===== config.mk =====
export PLATFORM = sky130hd
export DESIGN_NAME = modulator_pam_n
export DESIGN_NICKNAME = d
export VERILOG_FILES = /design/src/rtl/modulator_pam_n.sv
export SDC_FILE = /design/constraint.sdc
export NUM_CORES = 1
export LEC_CHECK = 0
export CAP_MARGIN = 15
export CORE_MARGIN = 1.5
export CORE_UTILIZATION = 46
export DETAILED_ROUTE_END_ITERATION = 8
export GPL_ROUTABILITY_DRIVEN = 0
export PLACE_DENSITY = 0.66
export SETUP_SLACK_MARGIN = 0.4
export SLEW_MARGIN = 20
export SYNTH_ARGS = -nofsm -noshare
export SYNTH_HDL_FRONTEND = slang
export SYNTH_SLANG_ARGS = --single-unit

===== constraint.sdc =====
create_clock -name clk -period 6.6 [get_ports clk]
set_clock_uncertainty 0.15 [all_clocks]
set_input_delay 0.99 -clock clk [delete_from_list [all_inputs] [get_ports clk]]
set_output_delay 0.99 -clock clk [all_outputs]
set_load 0.02 [all_outputs]

===== src/rtl/modulator_pam_n.sv =====
`default_nettype none
// ============================================================================
// Module   : modulator_pam_n
// Purpose  : Serialises FIFO samples into PAM symbols sent as PWM pulses,
//            MSB symbol first, with bit clock, symbol strobe and frame sync.
//            Prefetches the next sample during the last symbol so that
//            consecutive samples are sent back-to-back.
// Options  : PAM_GRAY_MAP_EN - when defined, symbol bits are Gray-coded into
//            the amplitude level; otherwise the level is natural binary.
// Revision : 1.0 - initial release
// ============================================================================
module modulator_pam_n #(
    parameter int SAMPLE_WIDTH    = 8,
    parameter int BITS_PER_SYMBOL = 2,
    parameter int SYMB_PERIOD     = 1200,
    parameter int PWM_STEP        = 12
) (
    input  logic                    clk,
    input  logic                    rst,
    input  logic                    enable,
    input  logic [SAMPLE_WIDTH-1:0] sample,
    input  logic                    empty,
    output logic                    read,
    output logic                    pwm,
    output logic                    nsync,
    output logic                    bclk,
    output logic                    symb_clk
);

    localparam int C_PWM_PERIOD = ((1 << BITS_PER_SYMBOL) + 1) * PWM_STEP;
    localparam int C_NSYM       = SAMPLE_WIDTH / BITS_PER_SYMBOL;
    localparam int C_SC_W       = $clog2(SYMB_PERIOD);
    localparam int C_PC_W       = $clog2(C_PWM_PERIOD);
    localparam int C_SIDX_W     = (C_NSYM > 1) ? $clog2(C_NSYM) : 1;

    typedef enum logic [1:0] {
        S_IDLE  = 2'd0,
        S_FETCH = 2'd1,
        S_SEND  = 2'd2
    } state_t;

    state_t                       r_state;
    state_t                       w_state_nxt;
    logic [C_SC_W-1:0]            r_sc;
    logic [C_PC_W-1:0]            r_pc;
    logic [C_SIDX_W-1:0]          r_sidx;
    logic [SAMPLE_WIDTH-1:0]      r_shreg;
    logic                         r_pending;
    logic                         r_armed;

    logic                         w_send;
    logic                         w_last_sym;
    logic                         w_sc_pre;
    logic                         w_sc_last;
    logic [BITS_PER_SYMBOL-1:0]   w_sym;
    logic [BITS_PER_SYMBOL-1:0]   w_level;
    logic [C_PC_W-1:0]            w_thresh;

    assign w_send     = (r_state == S_SEND);
    assign w_last_sym = (r_sidx == C_SIDX_W'(C_NSYM - 1));
    assign w_sc_pre   = (r_sc == C_SC_W'(SYMB_PERIOD - 2));
    assign w_sc_last  = (r_sc == C_SC_W'(SYMB_PERIOD - 1));

    // State register; reset aborts any transfer immediately.
    always_ff @(posedge clk or posedge rst) begin
        if (rst) begin
            r_state <= S_IDLE;
        end else begin
            r_state <= w_state_nxt;
        end
    end

    // Next-state and read strobe; r_armed blocks a read in the first cycle out of reset.
    always_comb begin
        w_state_nxt = r_state;
        read        = 1'b0;
        case (r_state)
            S_IDLE: begin
                read = r_armed & enable & ~empty;
                if (read) begin
                    w_state_nxt = S_FETCH;
                end
            end
            S_FETCH: begin
                w_state_nxt = S_SEND;
            end
            S_SEND: begin
                if (w_last_sym && w_sc_pre) begin
                    read = r_armed & enable & ~empty;
                end
                if (w_last_sym && w_sc_last && !r_pending) begin
                    w_state_nxt = S_IDLE;
                end
            end
            default: begin
                w_state_nxt = S_IDLE;
            end
        endcase
    end

    // Symbol/PWM counters, shift register and prefetch flag.
    always_ff @(posedge clk or posedge rst) begin
        if (rst) begin
            r_sc      <= '0;
            r_pc      <= '0;
            r_sidx    <= '0;
            r_shreg   <= '0;
            r_pending <= 1'b0;
            r_armed   <= 1'b0;
        end else begin
            r_armed <= 1'b1;
            case (r_state)
                S_FETCH: begin
                    r_shreg   <= sample;
                    r_sc      <= '0;
                    r_pc      <= '0;
                    r_sidx    <= '0;
                    r_pending <= 1'b0;
                end
                S_SEND: begin
                    if (read) begin
                        r_pending <= 1'b1;
                    end
                    if (w_sc_last) begin
                        r_sc <= '0;
                        r_pc <= '0;
                        if (w_last_sym) begin
                            r_sidx    <= '0;
                            r_pending <= 1'b0;
                            if (r_pending) begin
                                r_shreg <= sample;
                            end
                        end else begin
                            r_sidx  <= r_sidx + 1'b1;
                            r_shreg <= r_shreg << BITS_PER_SYMBOL;
                        end
                    end else begin
                        r_sc <= r_sc + 1'b1;
                        r_pc <= (r_pc == C_PC_W'(C_PWM_PERIOD - 1)) ? '0 : r_pc + 1'b1;
                    end
                end
                default: begin
                    r_pending <= 1'b0;
                end
            endcase
        end
    end

    // Amplitude level of the current symbol and its PWM high-time threshold.
    always_comb begin
        w_sym = r_shreg[SAMPLE_WIDTH-1 -: BITS_PER_SYMBOL];
`ifdef PAM_GRAY_MAP_EN
        w_level = w_sym ^ (w_sym >> 1);
`else
        w_level = w_sym;
`endif
        w_thresh = C_PC_W'((32'(w_level) + 32'd1) * 32'(PWM_STEP));
    end

    // Registered-state output decode; all idle values outside SEND.
    always_comb begin
        pwm      = w_send && (r_pc < w_thresh);
        symb_clk = w_send && (r_sc == '0);
        bclk     = w_send && (r_sc < C_SC_W'(SYMB_PERIOD / 2));
        nsync    = !(w_send && (r_sc == '0) && (r_sidx == '0));
    end

endmodule
`default_nettype wire

# Word level (Yosys, flattened, before mapping)
# Index checks and enable logic that the tools add are counted.
# Widths: inputs -> output; s select.
dict set report classes {
  add_sub_neg 4
  multipliers 1
  n_div 0
  magnitude_cmp 2
  n_eq_ne 10
  shift 0
  muxes 21
  n_bitwise 3
  n_reduce_logical 16
}
# op n
set op_table {}
lappend op_table {{$mux 8} 3}
lappend op_table {{$eq 11x11->1 const B} 2}
lappend op_table {{$pmux 11 s2} 1}
lappend op_table {{$pmux 8 s2} 1}
lappend op_table {{$mux 6} 2}
lappend op_table {{$pmux 6 s2} 1}
lappend op_table {{$add 11x1->11 const B} 1}
lappend op_table {{$logic_not 11->1} 1}
lappend op_table {{$lt 11x10->1 const B} 1}
lappend op_table {{$mux 11} 1}
lappend op_table {{$mux 2} 4}
lappend op_table {{$logic_and 1x1->1} 7}
lappend op_table {{$add 6x1->6 const B} 1}
lappend op_table {{$eq 6x6->1 const B} 1}
lappend op_table {{$lt 6x6->1} 1}
lappend op_table {{$pmux 2 s3} 1}
lappend op_table {{$mux 1} 5}
lappend op_table {{$eq 2x2->1 const B} 2}
lappend op_table {{$logic_not 2->1} 2}
lappend op_table {{$mul 3x2->4 const B} 1}
lappend op_table {{$ne 2x1->1 const B} 2}
lappend op_table {{$pmux 2 s2} 1}
lappend op_table {{$reduce_and 2->1} 2}
lappend op_table {{$add 2x1->3 const B} 1}
lappend op_table {{10 further kinds} 12}
dict set report totals {
  regBits 31
  latch_bits 0
  ram_bits 0
  romBits 0
  in_bits 12
  output_inout_bits 5
  wordCells 64
  n_memories 0
}

# Logic depth before layout (Yosys ltp)
dict set report logic_depth {
  ltp_word 8
  ltp_mapped 8
  depth_no_buf 8
}

# Worst setup path before layout
# OpenSTA, ideal clock, no wires.
dict set report synth_path {
  kind {reg-to-output}
  start {reg r_sc[4]}
  end {out nsync}
  arrival_ns 2.196
  required_ns 5.460
  path_slack_ns 3.264
  stages_incl_launch_ff 5
  path_buffers 1
  path_cell_list {dfrtp_1 -> or4_4 -> buf_6 -> nor4_1 -> nand2_1}
}
dict set report synth_between {
  elab_chain_len 4
}
# element line_no
set synth_lines {}
lappend synth_lines {{from (decl)} 44} ;# logic [C_SC_W-1:0] r_sc;
lappend synth_lines {{from (signal assigned)} 138} ;# r_sc <= r_sc + 1'b1;
lappend synth_lines {{$logic_not 11->1} --}
lappend synth_lines {{$logic_and 1x1->1} --}
lappend synth_lines {{named net symb_clk} 27} ;# output logic symb_clk
lappend synth_lines {{$logic_and 1x1->1} 165} ;# nsync = !(w_send && (r_sc == '0) && (r_sidx == '0));
lappend synth_lines {{$logic_not 1->1} 165}
lappend synth_lines {{to (decl)} 25} ;# output logic nsync,
# The timed path passes the listed nets, and every way through them passes these cells.

# Worst setup path in the final report
dict set report layout_path {
  start {reg r_shreg[6]}
  end {out pwm}
}
dict set report layout_between {
  elab_chain_len 4
}
# element line_no
set layout_lines {}
lappend layout_lines {{from (decl)} 47} ;# logic [SAMPLE_WIDTH-1:0] r_shreg;
lappend layout_lines {{from (signal assigned)} 114} ;# r_shreg <= sample;
lappend layout_lines {{from (signal assigned)} 131} ;# r_shreg <= sample;
lappend layout_lines {{from (signal assigned)} 135} ;# r_shreg <= r_shreg << BITS_PER_SYMBOL;
lappend layout_lines {{$add 2x1->3} 157} ;# w_thresh = C_PC_W'((32'(w_level) + 32'd1) * 32'(PWM_STEP));
lappend layout_lines {{$mul 3x2->4} 157}
lappend layout_lines {{$lt 6x6->1} 162} ;# pwm = w_send && (r_pc < w_thresh);
lappend layout_lines {{$logic_and 1x1->1} 162}
lappend layout_lines {{to (decl)} 24} ;# output logic pwm,
# Every way passes these cells.

==> results.sh <==
export IMPL_die_area_um2=4518
export IMPL_final_hold_viol_count=0
export IMPL_synth_top_cell_area_share=0.4090
export IMPL_required_ns=5.46
export IMPL_yosys_area_top_type="dfrtp_1"
export IMPL_antenna_found_initial=0
export IMPL_rows=23
export IMPL_dp_hpwl_um=2923
export IMPL_critPathLaunchType="flip-flop"
export IMPL_finalSetupViolations=0
export IMPL_tns_ns=0
export IMPL_drt_iter0_markers=109
export IMPL_ctsRootBufferMaster="clkbuf_8"
export IMPL_hold_path_class="flip-flop to flip-flop"
export IMPL_rsz0062_at_grt="no"
export IMPL_power_density_nw_per_um2=306.2
export IMPL_clk_latency_ns=0.28
export IMPL_min_period_ns=4.029
export IMPL_cts_buffers=5
export IMPL_die_y_um=67.22
export IMPL_grt_start_max_net_pins=35
export IMPL_avgViaCountPerCell=5.716
export IMPL_antenna_cells=0
export IMPL_area_delta_synth_final_pct=14.25
export IMPL_cts_hold_buf=0
export IMPL_worst_slew_pin_slew_ns=0.9508
export IMPL_cts_buffer_depth=2
export IMPL_core_area_um2=3971
export IMPL_drc=0
export IMPL_vdd_ir_drop_max_mv=0.1486
export IMPL_syn_avg_cell_area_um2=9.390
export IMPL_p_leak_nw=0.9885
export IMPL_cts_max_level=2
export IMPL_status="complete, no violations"
export IMPL_ys_warn_count=0
export IMPL_ant_nets=0
export IMPL_drive_above_1_share=0.06881
export IMPL_place_ws_ns=2.885
export IMPL_syn_nets=228
export IMPL_grt_pass1_wl_um=7038
export IMPL_use_met3=0.04000
export IMPL_io_buffer_count=16
export IMPL_drt_wl_total_um=4045
export IMPL_async_flop_share=1.000
export IMPL_path_max_fanout=4
export IMPL_worstSetupPathType="flip-flop to primary output"
export IMPL_path_clk_slew_ns=0.06
export IMPL_initial_core_util=0.4776
export IMPL_dr_pass1_iters=4
export IMPL_grt_overflow=0
export IMPL_io_pins=17
export IMPL_post_cts_resized=0
export IMPL_drv_slew=0
export IMPL_synth_edff_count=0
export IMPL_fmaxAchievable_mhz=248.2
export IMPL_synth_area_um2=1897
export IMPL_fp_dieW_um=67.22
export IMPL_endpoint_kind="primary output"
export IMPL_p_total_mw=0.6635
export IMPL_cts_setup_buffers=0
export IMPL_met2_usage=0.3601
export IMPL_busiest_layer="met2"
export IMPL_grt_usage=0.2108
export IMPL_synth_top_flop_cell="dfrtp_1"
export IMPL_synth_cell_types=46
export IMPL_grt_pass1_vias=1504
export IMPL_fin_ws_ns=2.571
export IMPL_finalCritPeriodShare=0.6105
export IMPL_use_met1=0.2623
export IMPL_slew_headroom=0.3662
export IMPL_vias=1532
export IMPL_yosysSeqAreaShare=0.4090
export IMPL_ys_ff_latch=31
export IMPL_avgRoutedWirePerCell_um=15.09
export IMPL_cts_tree="done"
export IMPL_syn_inst=202
export IMPL_nNetsFinal=243
export IMPL_numClockSinks=31
export IMPL_cp_arrival_ns=2.89
export IMPL_drv_cap=0
export IMPL_synthTopCellsByArea="dfrtp_1 (41%), ha_1 (9.2%), mux2i_1 (4.2%)"
-- cell families after synthesis --
logic type	count (synthesis)	synth area share
DFF	31	0.4090
xor gates and xnor gates	8	0.03694
buffers and inverters	25	0.05343
and+or+nand+nor	66	0.1821
muxes	10	0.05409
AOI/OAI and AO/OA	47	0.1702
adders and majority gates	14	0.09235
other	1	0.001977
-- critical path, cell delays in order, from the launching register on --
cell	delay (ns)
dfrtp_1	0.42
inv_1	0.10
ha_1	0.31
xnor2_1	0.13
ha_1	0.30
o21a_1	0.12
o21ai_0	0.18
nand2b_1	0.09
a211oi_1	0.30
clkdlybuf4s50_1	0.66
-- synth_stat cells, types with 2 or more instances --
| library cell | n |
|---|---|
| dfrtp_1 | 31 |
| inv_1 | 16 |
| nand2_1 | 16 |
| ha_1 | 14 |
| nor2_1 | 14 |
| a21oi_1 | 13 |
| a31oi_1 | 8 |
| clkbuf_1 | 8 |
| mux2i_1 | 8 |
| o21ai_0 | 7 |
| nand2b_1 | 6 |
| nand4_1 | 6 |
| xnor2_1 | 6 |
| nand3_1 | 5 |
| nor3_1 | 4 |
| nor4_1 | 3 |
| and3_1 | 2 |
| mux2_2 | 2 |
| nor2b_1 | 2 |
| o21ai_1 | 2 |
| or3_1 | 2 |
| or4_4 | 2 |
| xor2_1 | 2 |
-- stage by stage --
| step | instances | util | hold WS, ns | area, µm² |
|---|---|---|---|---|
| floorplan | 202 | - | 0.3372 | 1897 |
| global placement | 260 | 0.5252 | 0.3610 | 2086 |
| detailed placement | 260 | 0.5252 | 0.3564 | 2086 |
| CTS | 268 | 0.5457 | 0.3723 | 2167 |
| global route | 268 | 0.5457 | 0.4032 | 2167 |
| finish | 268 | 0.5457 | 0.3708 | 2167 |
-- placed cells by master, fill, tap and decap left out, drive strengths merged, types with 2 or more instances in the layout --
cell type      instances
a21oi                 14
a31oi                  8
and3                   2
clkbuf                 7
clkdlybuf4s50         16
dfrtp                 31
ha                    14
inv                   16
mux2                   2
mux2i                  8
nand2                 16
nand2b                 6
nand3                  5
nand4                  6
nor2                  14
nor2b                  2
nor3                   5
nor4                   3
o21ai                  9
o31ai                  2
or3                    2
or4                    2
xnor2                  6
xor2                   2
-- routing by layer --
metal | wire length [µm] | vias to the layer above
met5 | 0 | -
met4 | 57 | 0
met3 | 131 | 7
met2 | 2035 | 28
met1 | 1820 | 747
li1 | - | 750
-- cell type report --
type                       instances  area [µm²]
clock buffer                       7       76.32
clock inverter                     1       5.005
fill                             349        1804
inverter                          16       60.06
multi-input combinational        146        1020
sequential                        31       775.7
tap                               50       62.56
timing repair buffer              17       167.7
-- worst paths after layout --
path | start | end | slack (ns) | depth (start not counted)
worst max register to register | r_state[0] | r_sc[9] | 4.22 | 6
worst min-delay path | r_pending | r_pending | 0.37 | 1
min in group asynchronous | rst | r_shreg[2] | 0.94 | 3
worst min register to register | r_pending | r_pending | 0.37 | 1
max in group asynchronous | rst | r_sidx[1] | 5.07 | 3
worst max-delay path | r_shreg[6] | pwm | 2.57 | 9
-- power by group --
group | internal [mW] | switching (mW)
clock | 0.0738 | 0.0674
sequential | 0.225 | 0.0232
combinational | 0.111 | 0.163
total | 0.410 | 0.254
-- state kept, by name, summed over array words and instances, names as in the netlist --
signal / count
r_sidx: 2
r_pending: 1
r_sc: 11
r_state: 2
r_pc: 6
r_shreg: 8
r_armed: 1
Power figures use the tool's default switching activity.
